$ cat src/rtl/llc_output_encoder.sv
// LLC output encoder: buffers outgoing response, forward, memory request and
// DMA response messages in per-channel FIFOs and drains them to the LLC
// output interfaces. DMA responses leave as word beats of a cache line.
//
// Handshake contract (all output channels): a beat transfers on a rising
// edge where valid and ready are both 1. Once valid is raised, valid and all
// payload fields hold until that transfer happens. valid never depends on
// ready.

// Small synchronous FIFO. full/empty come from registered occupancy only, so
// a push into a full FIFO is dropped even when a pop happens on the same edge.
module llc_out_fifo #(
  parameter int DEPTH = 2,
  parameter int W     = 8
) (
  input  logic         clk,
  input  logic         rst,
  input  logic         push,
  input  logic [W-1:0] din,
  input  logic         pop,
  output logic [W-1:0] dout,
  output logic         empty,
  output logic         full,
  output logic         ovf
);
  localparam int PTR_W = (DEPTH > 1) ? $clog2(DEPTH) : 1;
  localparam int CNT_W = $clog2(DEPTH + 1);
  localparam logic [CNT_W-1:0] DEPTH_C = CNT_W'(DEPTH);
  localparam logic [PTR_W-1:0] LAST_P  = PTR_W'(DEPTH - 1);

  logic [W-1:0]     mem [DEPTH];
  logic [PTR_W-1:0] wr_ptr;
  logic [PTR_W-1:0] rd_ptr;
  logic [CNT_W-1:0] count;
  logic             push_ok;
  logic             pop_ok;

  assign full    = (count == DEPTH_C);
  assign empty   = (count == '0);
  assign push_ok = push && !full;
  assign pop_ok  = pop && !empty;
  assign ovf     = push && full;
  // Head is masked while empty so idle outputs read as zero.
  assign dout    = empty ? '0 : mem[rd_ptr];

  // Pointer and occupancy bookkeeping.
  always_ff @(posedge clk) begin
    if (!rst) begin
      wr_ptr <= '0;
      rd_ptr <= '0;
      count  <= '0;
    end else begin
      if (push_ok) wr_ptr <= (wr_ptr == LAST_P) ? '0 : wr_ptr + 1'b1;
      if (pop_ok)  rd_ptr <= (rd_ptr == LAST_P) ? '0 : rd_ptr + 1'b1;
      case ({push_ok, pop_ok})
        2'b10:   count <= count + 1'b1;
        2'b01:   count <= count - 1'b1;
        default: count <= count;
      endcase
    end
  end

  // Storage write; contents need no reset because the head is masked when empty.
  always_ff @(posedge clk) begin
    if (push_ok) mem[wr_ptr] <= din;
  end
endmodule

module llc_output_encoder #(
  parameter int DEPTH     = 2,
  parameter int RSP_W     = 160,
  parameter int FWD_W     = 40,
  parameter int MEM_W     = 170,
  parameter int DMA_HDR_W = 40,
  parameter int LINE_W    = 128,
  parameter int WORD_W    = 32,
  parameter int BEATS     = LINE_W / WORD_W,
  parameter int WCNT_W    = $clog2(BEATS) + 1
) (
  input  logic                 clk,
  input  logic                 rst,
  input  logic                 rsp_push,
  input  logic [RSP_W-1:0]     rsp_data,
  output logic                 rsp_full,
  input  logic                 fwd_push,
  input  logic [FWD_W-1:0]     fwd_data,
  output logic                 fwd_full,
  input  logic                 mem_push,
  input  logic [MEM_W-1:0]     mem_data,
  output logic                 mem_full,
  input  logic                 dma_push,
  input  logic [DMA_HDR_W-1:0] dma_hdr,
  input  logic [LINE_W-1:0]    dma_line,
  input  logic [WCNT_W-1:0]    dma_words,
  output logic                 dma_full,
  output logic                 llc_rsp_out_valid,
  input  logic                 llc_rsp_out_ready,
  output logic [RSP_W-1:0]     llc_rsp_out_data,
  output logic                 llc_fwd_out_valid,
  input  logic                 llc_fwd_out_ready,
  output logic [FWD_W-1:0]     llc_fwd_out_data,
  output logic                 llc_mem_req_valid,
  input  logic                 llc_mem_req_ready,
  output logic [MEM_W-1:0]     llc_mem_req_data,
  output logic                 llc_dma_rsp_out_valid,
  input  logic                 llc_dma_rsp_out_ready,
  output logic [DMA_HDR_W-1:0] llc_dma_rsp_out_hdr,
  output logic [WORD_W-1:0]    llc_dma_rsp_out_word,
  output logic                 llc_dma_rsp_out_last,
  output logic                 out_idle,
  output logic                 overflow_err
);
  localparam int E_W = DMA_HDR_W + LINE_W + WCNT_W;
  localparam logic [WCNT_W-1:0] BEATS_C = WCNT_W'(BEATS);

  typedef enum logic {DMA_IDLE = 1'b0, DMA_SEND = 1'b1} dma_state_t;

  // Exposed by name so checkers can bind to the serializer state.
  dma_state_t dma_state;
  dma_state_t dma_state_nx;

  logic rsp_empty, fwd_empty, mem_empty, dma_empty;
  logic rsp_ovf, fwd_ovf, mem_ovf, dma_ovf;

  logic [E_W-1:0]       dma_head;
  logic [DMA_HDR_W-1:0] head_hdr;
  logic [LINE_W-1:0]    head_line;
  logic [WCNT_W-1:0]    head_words;
  logic [WCNT_W-1:0]    head_nwords;

  logic [DMA_HDR_W-1:0] hdr_q;
  logic [LINE_W-1:0]    line_q;
  logic [WCNT_W-1:0]    nwords_q;
  logic [WCNT_W-1:0]    beat_cnt;
  logic                 beat_last;
  logic                 dma_load;

  llc_out_fifo #(.DEPTH(DEPTH), .W(RSP_W)) u_rsp_fifo (
    .clk(clk), .rst(rst), .push(rsp_push), .din(rsp_data),
    .pop(llc_rsp_out_ready), .dout(llc_rsp_out_data),
    .empty(rsp_empty), .full(rsp_full), .ovf(rsp_ovf)
  );

  llc_out_fifo #(.DEPTH(DEPTH), .W(FWD_W)) u_fwd_fifo (
    .clk(clk), .rst(rst), .push(fwd_push), .din(fwd_data),
    .pop(llc_fwd_out_ready), .dout(llc_fwd_out_data),
    .empty(fwd_empty), .full(fwd_full), .ovf(fwd_ovf)
  );

  llc_out_fifo #(.DEPTH(DEPTH), .W(MEM_W)) u_mem_fifo (
    .clk(clk), .rst(rst), .push(mem_push), .din(mem_data),
    .pop(llc_mem_req_ready), .dout(llc_mem_req_data),
    .empty(mem_empty), .full(mem_full), .ovf(mem_ovf)
  );

  llc_out_fifo #(.DEPTH(DEPTH), .W(E_W)) u_dma_fifo (
    .clk(clk), .rst(rst), .push(dma_push), .din({dma_hdr, dma_line, dma_words}),
    .pop(dma_load), .dout(dma_head),
    .empty(dma_empty), .full(dma_full), .ovf(dma_ovf)
  );

  assign llc_rsp_out_valid = !rsp_empty;
  assign llc_fwd_out_valid = !fwd_empty;
  assign llc_mem_req_valid = !mem_empty;

  assign {head_hdr, head_line, head_words} = dma_head;
  // Zero or oversize word counts mean a full line.
  assign head_nwords = (head_words == '0 || head_words > BEATS_C) ? BEATS_C : head_words;
  assign beat_last   = (beat_cnt == nwords_q - 1'b1);
  // Load from IDLE, or back-to-back on the final accepted beat so no bubble appears.
  assign dma_load    = !dma_empty &&
                       (dma_state == DMA_IDLE ||
                        (llc_dma_rsp_out_ready && beat_last));

  assign out_idle = rsp_empty && fwd_empty && mem_empty && dma_empty &&
                    (dma_state == DMA_IDLE);

  // Sticky overflow flag: any dropped push on any channel.
  always_ff @(posedge clk) begin
    if (!rst) overflow_err <= 1'b0;
    else if (rsp_ovf || fwd_ovf || mem_ovf || dma_ovf) overflow_err <= 1'b1;
  end

  // DMA serializer state register.
  always_ff @(posedge clk) begin
    if (!rst) dma_state <= DMA_IDLE;
    else      dma_state <= dma_state_nx;
  end

  // DMA serializer next state: leave SEND only when the last beat drains an empty FIFO.
  always_comb begin
    dma_state_nx = dma_state;
    case (dma_state)
      DMA_IDLE: if (!dma_empty) dma_state_nx = DMA_SEND;
      DMA_SEND: if (llc_dma_rsp_out_ready && beat_last && dma_empty) dma_state_nx = DMA_IDLE;
      default:  dma_state_nx = DMA_IDLE;
    endcase
  end

  // DMA line/header capture and beat counter.
  always_ff @(posedge clk) begin
    if (!rst) begin
      hdr_q    <= '0;
      line_q   <= '0;
      nwords_q <= '0;
      beat_cnt <= '0;
    end else if (dma_load) begin
      hdr_q    <= head_hdr;
      line_q   <= head_line;
      nwords_q <= head_nwords;
      beat_cnt <= '0;
    end else if (dma_state == DMA_SEND && llc_dma_rsp_out_ready && !beat_last) begin
      beat_cnt <= beat_cnt + 1'b1;
    end
  end

  // DMA outputs: driven only while sending, zero otherwise.
  always_comb begin
    llc_dma_rsp_out_valid = 1'b0;
    llc_dma_rsp_out_hdr   = '0;
    llc_dma_rsp_out_word  = '0;
    llc_dma_rsp_out_last  = 1'b0;
    if (dma_state == DMA_SEND) begin
      llc_dma_rsp_out_valid = 1'b1;
      llc_dma_rsp_out_hdr   = hdr_q;
      llc_dma_rsp_out_last  = beat_last;
      for (int i = 0; i < BEATS; i++) begin
        if (beat_cnt == WCNT_W'(i)) llc_dma_rsp_out_word = line_q[i*WORD_W +: WORD_W];
      end
    end
  end
endmodule

$ cat config.mk
export PLATFORM = sky130hd
export DESIGN_NAME = llc_output_encoder
export DESIGN_NICKNAME = d
export VERILOG_FILES = /design/src/rtl/llc_output_encoder.sv
export SDC_FILE = /design/constraint.sdc
export NUM_CORES = 1
export LEC_CHECK = 0
export CORE_MARGIN = 10
export CORE_UTILIZATION = 30
export CTS_BUF_LIST = sky130_fd_sc_hd__clkbuf_4
export CTS_CLUSTER_SIZE = 24
export DETAILED_ROUTE_END_ITERATION = 7
export PLACE_DENSITY = 0.63
export SETUP_SLACK_MARGIN = 0.15
export SLEW_MARGIN = 40
export SYNTH_ARGS = -nofsm -noshare
export SYNTH_HDL_FRONTEND = slang
export SYNTH_SLANG_ARGS = --single-unit
$ cat constraint.sdc
create_clock -name clk -period 27.7 [get_ports clk]
set_input_delay 2.77 -clock clk [delete_from_list [all_inputs] [get_ports clk]]
set_output_delay 2.77 -clock clk [all_outputs]
set_load 0.05 [all_outputs]
* Word level (Yosys, flattened, before mapping)
Memory sizes are Yosys's and may differ from the RTL's. A register that Yosys moved wholly into a read port is not among the register bits. Cells that the tools add are included.
Word-level totals: output and inout bits 453, input port bits 551, logic and storage cells 149, latch bits 0, memory bits (writable) 1082, bits in read-only memories 0, bits in registers 192, memories 4
Memory list:
- u_dma_fifo.mem | words 2, width 171, read ports 1, clocked after memory_dff 1, write ports 1, line 31 | logic [W-1:0] mem [DEPTH];
- u_mem_fifo.mem | words 2, width 170, read ports 1, clocked after memory_dff 1, write ports 1, line 31
- u_rsp_fifo.mem | words 2, width 160, read ports 1, clocked after memory_dff 1, write ports 1, line 31
- u_fwd_fifo.mem | words 2, width 40, read ports 1, clocked after memory_dff 1, write ports 1, line 31
Cells by class: $mul 0, magnitude comparators 1, reductions and logical operators 46, bitwise gates (word level) 2, equality and inequality tests 16, multiplexer cells 44, shift operators 0, div/mod/pow operators 0, add/sub/neg operators 18
Operator list (number):
- $mux 171 | 1
- $mux 170 | 1
- $mux 160 | 1
- $mux 32 | 5
- $mux 40 | 2
- $mux 1 | 28
- $logic_and 1x1->1 | 21
- $eq 2x2->1 const B | 8
- $pmux 2 s2 | 4
- $logic_not 1->1 | 9
- $add 1x1->1 const B | 8
- $add 2x1->2 const B | 4
- $eq 2x1->1 const B | 4
- $logic_not 2->1 | 4
- $reduce_bool 2->1 | 4
- $sub 2x1->2 const B | 4
- $eq 3x2->1 const B | 2
- $logic_not 3->1 | 2
- $logic_or 1x1->1 | 5
- $add 3x1->3 const B | 1
- $eq 3x1->1 const B | 1
- $eq 3x3->1 | 1
- $gt 3x3->1 const B | 1
- $mux 3 | 1
- 4 further kinds | 5

* Logic depth before layout (Yosys ltp)
Gate-level depths: netlist of the first run.
depth after elaboration 8, mapped depth 11, gate-level depth less buffers 8

* Cells and area by module
From an unflattened synthesis of the first run, not the netlist that was laid out.
Second synthesis, totals: cells, all modules 3404, area total of the unflattened synthesis 49505.0 sq um
By module, submodules not included:
- llc_out_fifo (u_dma_fifo) | area each 13175.1 sq um, cells an instance 750, instances 1, sequential area each 10369.9 sq um
- llc_out_fifo (u_mem_fifo) | area each 12992.5 sq um, cells an instance 745, instances 1, sequential area each 10309.9 sq um
- llc_out_fifo (u_rsp_fifo) | area each 12253.0 sq um, cells an instance 703, instances 1, sequential area each 9709.3 sq um
- llc_output_encoder | area each 7843.8 sq um, cells an instance 1009, instances 1, sequential area each 3523.4 sq um
- llc_out_fifo (u_fwd_fifo) | area each 3240.6 sq um, cells an instance 197, instances 1, sequential area each 2502.4 sq um

* Worst setup path after synthesis of the first run
No wires, ideal clock.
kind input to register, start point input port dma_push, end point memory u_dma_fifo.mem[0][0] (netlist bit) (enable), data arrival time 9.958 ns, data required time 26.996 ns, cell stages on the path 2, setup slack 17.038 ns, library setup time 0.704 ns, buffers on the path 0, cells stage by stage nand2_1 > nor2_1
Between the ends: cells in the longest elaborated chain, start to end 3
Ends and longest elaborated chain:
- start: declaration | line 91 | input logic dma_push,
- $logic_and 1x1->1 | line 40 | assign push_ok = push && !full;
- $mux 1 | line 65 | if (push_ok) mem[wr_ptr] <= din;
- $mux 1 (implied by the code) | line 65
- end: declaration | line 31
Every way passes these cells.

==> summary.txt, run 1 <==
share of layout cells above drive strength 1: 0.140
Top FF cell, synth: edfxtp_1
GRT Total Usage: 0.188
layout overhead on the synthesized area: 35.1%
Final Util: 0.408
R2R Setup Slk: 23.97 ns
Synth Register Bits: 1278
CTS clk-pin slew, worst paths: 0.06 ns
ANT nets after route: 0
Worst Skew: 0.102 ns
CTS tree: yes
detailed placer's ending HPWL: 129000 um
DRC viols: 0
Slew @ Worst Pin: 0.827 ns
GRT Residual Overflow: 0
Layout fillers: 14837
Logic pwr share: 0.434
HP Start: hdr_q[6]$_SDFFE_PN0P_
clk_lat worst skew: 1.37 ns
critical path launch point type: register
Min Clock Period, post-route: 7.90 ns
wirelength, routed: 176000 um
Max Fclk: 0.127 GHz
DIE HEIGHT: 422 um
Initial DRT Pass Iterations: 5
Peak VDD IR: 0.0853 mV
final setup TNS: 0 ns
Seq pwr share: 0.351
CP Data Required Time: 24.93 ns
Overall Power: 7.73 mW
total nets after synthesis: 3576
Hold Vio Cnt, Final: 0
TritonCTS Buffers: 349
Syn. warnings: 0
max-slew violation count: 0
initial antenna violation count: 118
crit end category: output pin
Worst Setup EP: llc_mem_req_data[152]
drt initial violations: 2703
port buffer count: 1003
Die ar.: 178000 um^2
chip width: 422 um
Seq/Total Area, Yosys: 0.751
htree depth: 5
number of synthesized flops with an enable pin: 1082
Mapped Area: 48500 um^2
Final Hold Slack: 0.489 ns
crit path DAT: 5.13 ns
clock power share: 0.216
Sw Pwr: 3.23 mW
Worst R2R Start: u_rsp_fifo.count[0]$_SDFFE_PN0P_
nets@finish: 4791
pre-CTS setup slack: 21.06 ns
# Post-CTS Setup Buffers: 0
pin count of the biggest net entering global routing: 198
worst r2r dst: u_rsp_fifo.count[1]$_SDFFE_PN0P_
vias in the first global route: 31409
Vias per Instance: 4.66
Setup CP Type: register to output pin
fin crit share: 0.285
PD cells: 118 nW/um^2
CP max FO: 54
# IOs: 1004
clk root buf: clkbuf_4
# clock sinks: 1278
first-pass GRT wire length: 239000 um
DR vias: 31143
Synth async-reset ratio: 0
drt wl/cell: 26.3 um
most frequent cells in the layout: edfxtp_1 (1082), clkdlybuf4s50_1 (1002), mux2i_1 (542)
Pint: 4.50 mW
Unique masters post-synth: 38
Syn Inst Count: 3014
Rel. slew slack: 0.449
PostCTS Resize Cnt: 0
number of max-cap violations: 0
routability congestion estimate: 0.906
FP Rows: 147
Reg2Reg Depth: 8
final setup vio count: 0
Post-CTS Hold Buffers: 0
initial core utilization: 0.302
Core Region: 161000 um^2
RSZ-0062 raised after global routing: no
switch share: 0.418
min-delay worst type: register to register
status: finished, final reports clean
worst setup margin: 19.80 ns
most common cell after layout, fill and taps aside: edfxtp_1
clk buf depth: 4
Mean Syn Cell Area: 16.1 um^2
leak pwr: 23.7 nW
cell type report:
| type | count | area [um^2] | area share |
|---|---|---|---|
| flip-flops and latches | 1278 | 36400 | 0.556 |
| multi-input cells | 1535 | 11200 | 0.170 |
| repair buffers | 1053 | 10700 | 0.164 |
| clock buffers | 527 | 3960 | 0.0604 |
| well taps | 2160 | 2700 | 0.0412 |
| clock inverters | 64 | 357 | 0.00544 |
| diodes | 57 | 143 | 0.00218 |
| inverters | 12 | 45.0 | 0.000687 |
Yosys cell counts (all sizes together) (12+ instances only):
library cell	n	area, um^2
and2	59	369
a221o	32	320
nand2	175	679
buf	71	558
mux2i	543	5440
o211a	169	1690
edfxtp	1082	32500
inv	12	45.0
nor2	383	1440
xnor2	15	131
dfxtp	196	3920
clkbuf	118	443
o21ai	70	350
nand3	34	170
sequential cells by signal (all words and copies together), names as in the netlist, named ones only:
register,count
beat_cnt,3
dma_state,1
hdr_q,40
line_q,128
nwords_q,3
overflow_err,1
u_dma_fifo.count,2
u_dma_fifo.mem,342
u_dma_fifo.rd_ptr,1
u_dma_fifo.wr_ptr,1
u_fwd_fifo.count,2
u_fwd_fifo.mem,80
u_fwd_fifo.rd_ptr,1
u_fwd_fifo.wr_ptr,1
u_mem_fifo.count,2
u_mem_fifo.mem,340
u_mem_fifo.rd_ptr,1
u_mem_fifo.wr_ptr,1
u_rsp_fifo.count,2
u_rsp_fifo.mem,320
u_rsp_fifo.rd_ptr,1
u_rsp_fifo.wr_ptr,1
metrics by stage:
stage | cells | area [um^2]
global route | 6666 | 65500
CTS | 6625 | 65300
finish | 6686 | 65500
detailed placement | 6034 | 61000
global placement | 6022 | 60700
floorplan | 3014 | 48500
routing by layer:
metal | part of all wire | vias to the layer above | track usage
met5 | 0.0033 | - | 0
met4 | 0.050 | 96 | 0.108
met3 | 0.088 | 465 | 0.0725
met2 | 0.51 | 1289 | 0.320
met1 | 0.35 | 15273 | 0.197
li1 | - | 14020 | -
cell families after synthesis:
family | count (synthesis) | synth area share
simple gates | 673 | 0.0576
compound gates | 285 | 0.0509
flops | 1278 | 0.751
xor+xnor | 22 | 0.00426
buf+inv | 201 | 0.0216
fa+ha+maj | 11 | 0.00284
mux | 544 | 0.112
worst max-delay path: stages (launching register included):
cell,delay [ns]
dfxtp_4,0.53
buf_4,0.69
buf_6,0.66
buf_4,0.47
buf_12,0.31
mux2i_1,0.11
nor2_1,0.11
clkdlybuf4s50_1,0.85
worst min-delay path by stage:
stage	end	slack [ns]	cells past startpoint
4_1_cts	line_q[70]$_SDFFE_PN0P_	0.49	1
3_5_place_dp	hdr_q[39]$_SDFFE_PN0P_	0.48	1
2_1_floorplan	hdr_q[0]$_SDFFE_PN0P_	0.46	1
6_report	hdr_q[6]$_SDFFE_PN0P_	0.49	1
3_3_place_gp	hdr_q[5]$_SDFFE_PN0P_	0.47	1
5_1_grt	hdr_q[7]$_SDFFE_PN0P_	0.50	1
power by group through the flow:
stage	logic (mW)	clock network, mW	registers [mW]
after floorplan	2.19	0	2.72
after global placement	3.31	0	2.76
after detailed placement	3.36	0	2.75
after CTS	3.37	1.72	2.71
after global routing	3.49	1.82	2.74
final	3.35	1.67	2.71
Power figures use the tool's default switching activity.
==> run 2, diff against run 1 <==
PLACE_DENSITY = 0.64   (was 0.63)
clock period = 7.02 ns   (was 27.7 ns; I/O delays follow)
==> run 2 against run 1 <==
Net effect: global-route usage up 0.32 points; final cell count up 8.3%; power increased to 4.0 times the previous value; wire length grew 0.98%; highest routed layer unchanged.
==> summary.txt, run 2 (synthesis results as in run 1) <==
status: finished, final reports clean
Core Region: 161000 um^2
max-slew violation count: 0
share of layout cells above drive strength 1: 0.121
most common cell after layout, fill and taps aside: edfxtp_1
drt initial violations: 3002
Post-DP Area: 61000 um^2
routability congestion estimate: 0.856
biggest regs: u_dma_fifo.mem x342, u_mem_fifo.mem x340, u_rsp_fifo.mem x320
initial core utilization: 0.302
# IOs: 1004
fin crit share: 0.718
clk root buf: clkbuf_4
Peak VDD IR: 0.346 mV
critical path launch point type: register
max reg flops: 342
final instance area: 70900 um^2
Reg with most FFs: u_dma_fifo.mem
DRC viols: 0
final setup vio count: 0
most frequent cells in the layout: edfxtp_1 (1082), clkdlybuf4s50_1 (1001), mux2i_1 (543)
Final Hold Slack: 0.212 ns
Overall Power: 30.9 mW
chip width: 422 um
GRT Total Usage: 0.191
# clock sinks: 1278
final setup TNS: 0 ns
Slew @ Worst Pin: 0.874 ns
detailed placer's ending HPWL: 124000 um
nets@finish: 5328
min-delay worst type: input pin to register
htree depth: 5
clk_lat worst skew: 1.44 ns
Vias per Instance: 4.61
Layout fillers: 14260
FP Rows: 147
# Post-CTS Setup Buffers: 0
Min Clock Period, post-route: 5.04 ns
PD cells: 436 nW/um^2
number of max-cap violations: 0
Initial DRT Pass Iterations: 5
Final Util: 0.442
RSZ-0062 raised after global routing: no
ANT nets after route: 0
drt wl/cell: 24.5 um
pin count of the biggest net entering global routing: 171
Rel. slew slack: 0.417
CP Data Required Time: 6.32 ns
crit path DAT: 4.34 ns
wirelength, routed: 178000 um
Max Fclk: 0.198 GHz
clk buf depth: 4
GRT Residual Overflow: 0
Die ar.: 178000 um^2
initial antenna violation count: 125
CTS clk-pin slew, worst paths: 0.06 ns
layout overhead on the synthesized area: 46.1%
vias in the first global route: 34378
Hold Vio Cnt, Final: 0
DIE HEIGHT: 422 um
first-pass GRT wire length: 248000 um
TritonCTS Buffers: 355
PostCTS Resize Cnt: 0
CP max FO: 32
CTS tree: yes
Worst Skew: 0.113 ns
crit end category: output pin
Setup CP Type: register to output pin
DR vias: 33398
port buffer count: 1003
leak pwr: 25.9 nW
## run 2: cell count changes in the layout (fill, tap and decap cells not counted), moves of 2 or more
cell           before  now
nor2b_2             0    2
diode_2            57   67
buf_6              13    2
nor2b_4             2    0
clkbuf_4          527  513
clkinv_2            6   12
inv_2               6    3
dlygate4sd3_1       0  539
buf_12              9   17
clkinv_4            0    2
clkinv_1           47   72
buf_8               8    0
buf_16              5    7
## run 2: through the flow
step	cells	setup slack, ns
3_5_place_dp	6027	3.32
4_1_cts	7171	1.80
6_report	7241	1.98
2_1_floorplan	3014	1.32
3_3_place_gp	6018	3.34
5_1_grt	7214	1.65
## run 2: cell type report
type	instances	area (um^2)	area share
flip-flops and latches	1278	36400	0.514
repair buffers	1584	16100	0.227
clock inverters	92	449	0.00634
well taps	2160	2700	0.0381
multi-input cells	1535	11100	0.157
diodes	67	168	0.00236
inverters	12	45.0	0.000635
clock buffers	513	3850	0.0543
## run 2: what timing repair did
action | CTS | global route
endpoints found under the hold margin | 1160 | 0
setup endpoints to repair | 0 | 0
hold buffers | 539 | 0
## run 2: worst max-delay path, stage by stage, from the launching register on
cell             delay [ns]
dfxtp_1                0.41
inv_1                  0.09
ha_1                   0.21
nor3b_2                0.16
buf_4                  0.44
a221o_1                0.22
o21ai_0                0.07
o21ai_0                0.48
clkdlybuf4s50_1        0.93
## run 2: routing by layer
| layer | up-vias | wire, um | GRT usage |
|---|---|---|---|
| met5 | - | 407 | 0 |
| met4 | 70 | 9080 | 0.101 |
| met3 | 438 | 14000 | 0.0638 |
| met2 | 1428 | 88200 | 0.321 |
| met1 | 16358 | 66100 | 0.214 |
| li1 | 15104 | - | - |
## run 2: final timing paths
| path | start | end | slack [ns] | cells past startpoint |
|---|---|---|---|---|
| setup / recovery | beat_cnt[1]$_SDFFE_PP0P_ | llc_dma_rsp_out_word[25] | 1.98 | 8 |
| hold / removal | llc_dma_rsp_out_ready | dma_state$_SDFF_PN0_ | 0.21 | 4 |
| setup reg to reg | nwords_q[0]$_SDFFE_PN0P_ | line_q[103]$_SDFFE_PN0P_ | 4.03 | 8 |
| hold reg to reg | hdr_q[12]$_SDFFE_PN0P_ | hdr_q[12]$_SDFFE_PN0P_ | 0.49 | 1 |
## run 2: power breakdown
group	switching [mW]	leakage [nW]	internal, mW
logic	9.26	11.6	4.42
clock network	3.11	2.58	3.45
registers	0.705	11.7	9.99
total	13.1	25.9	17.9
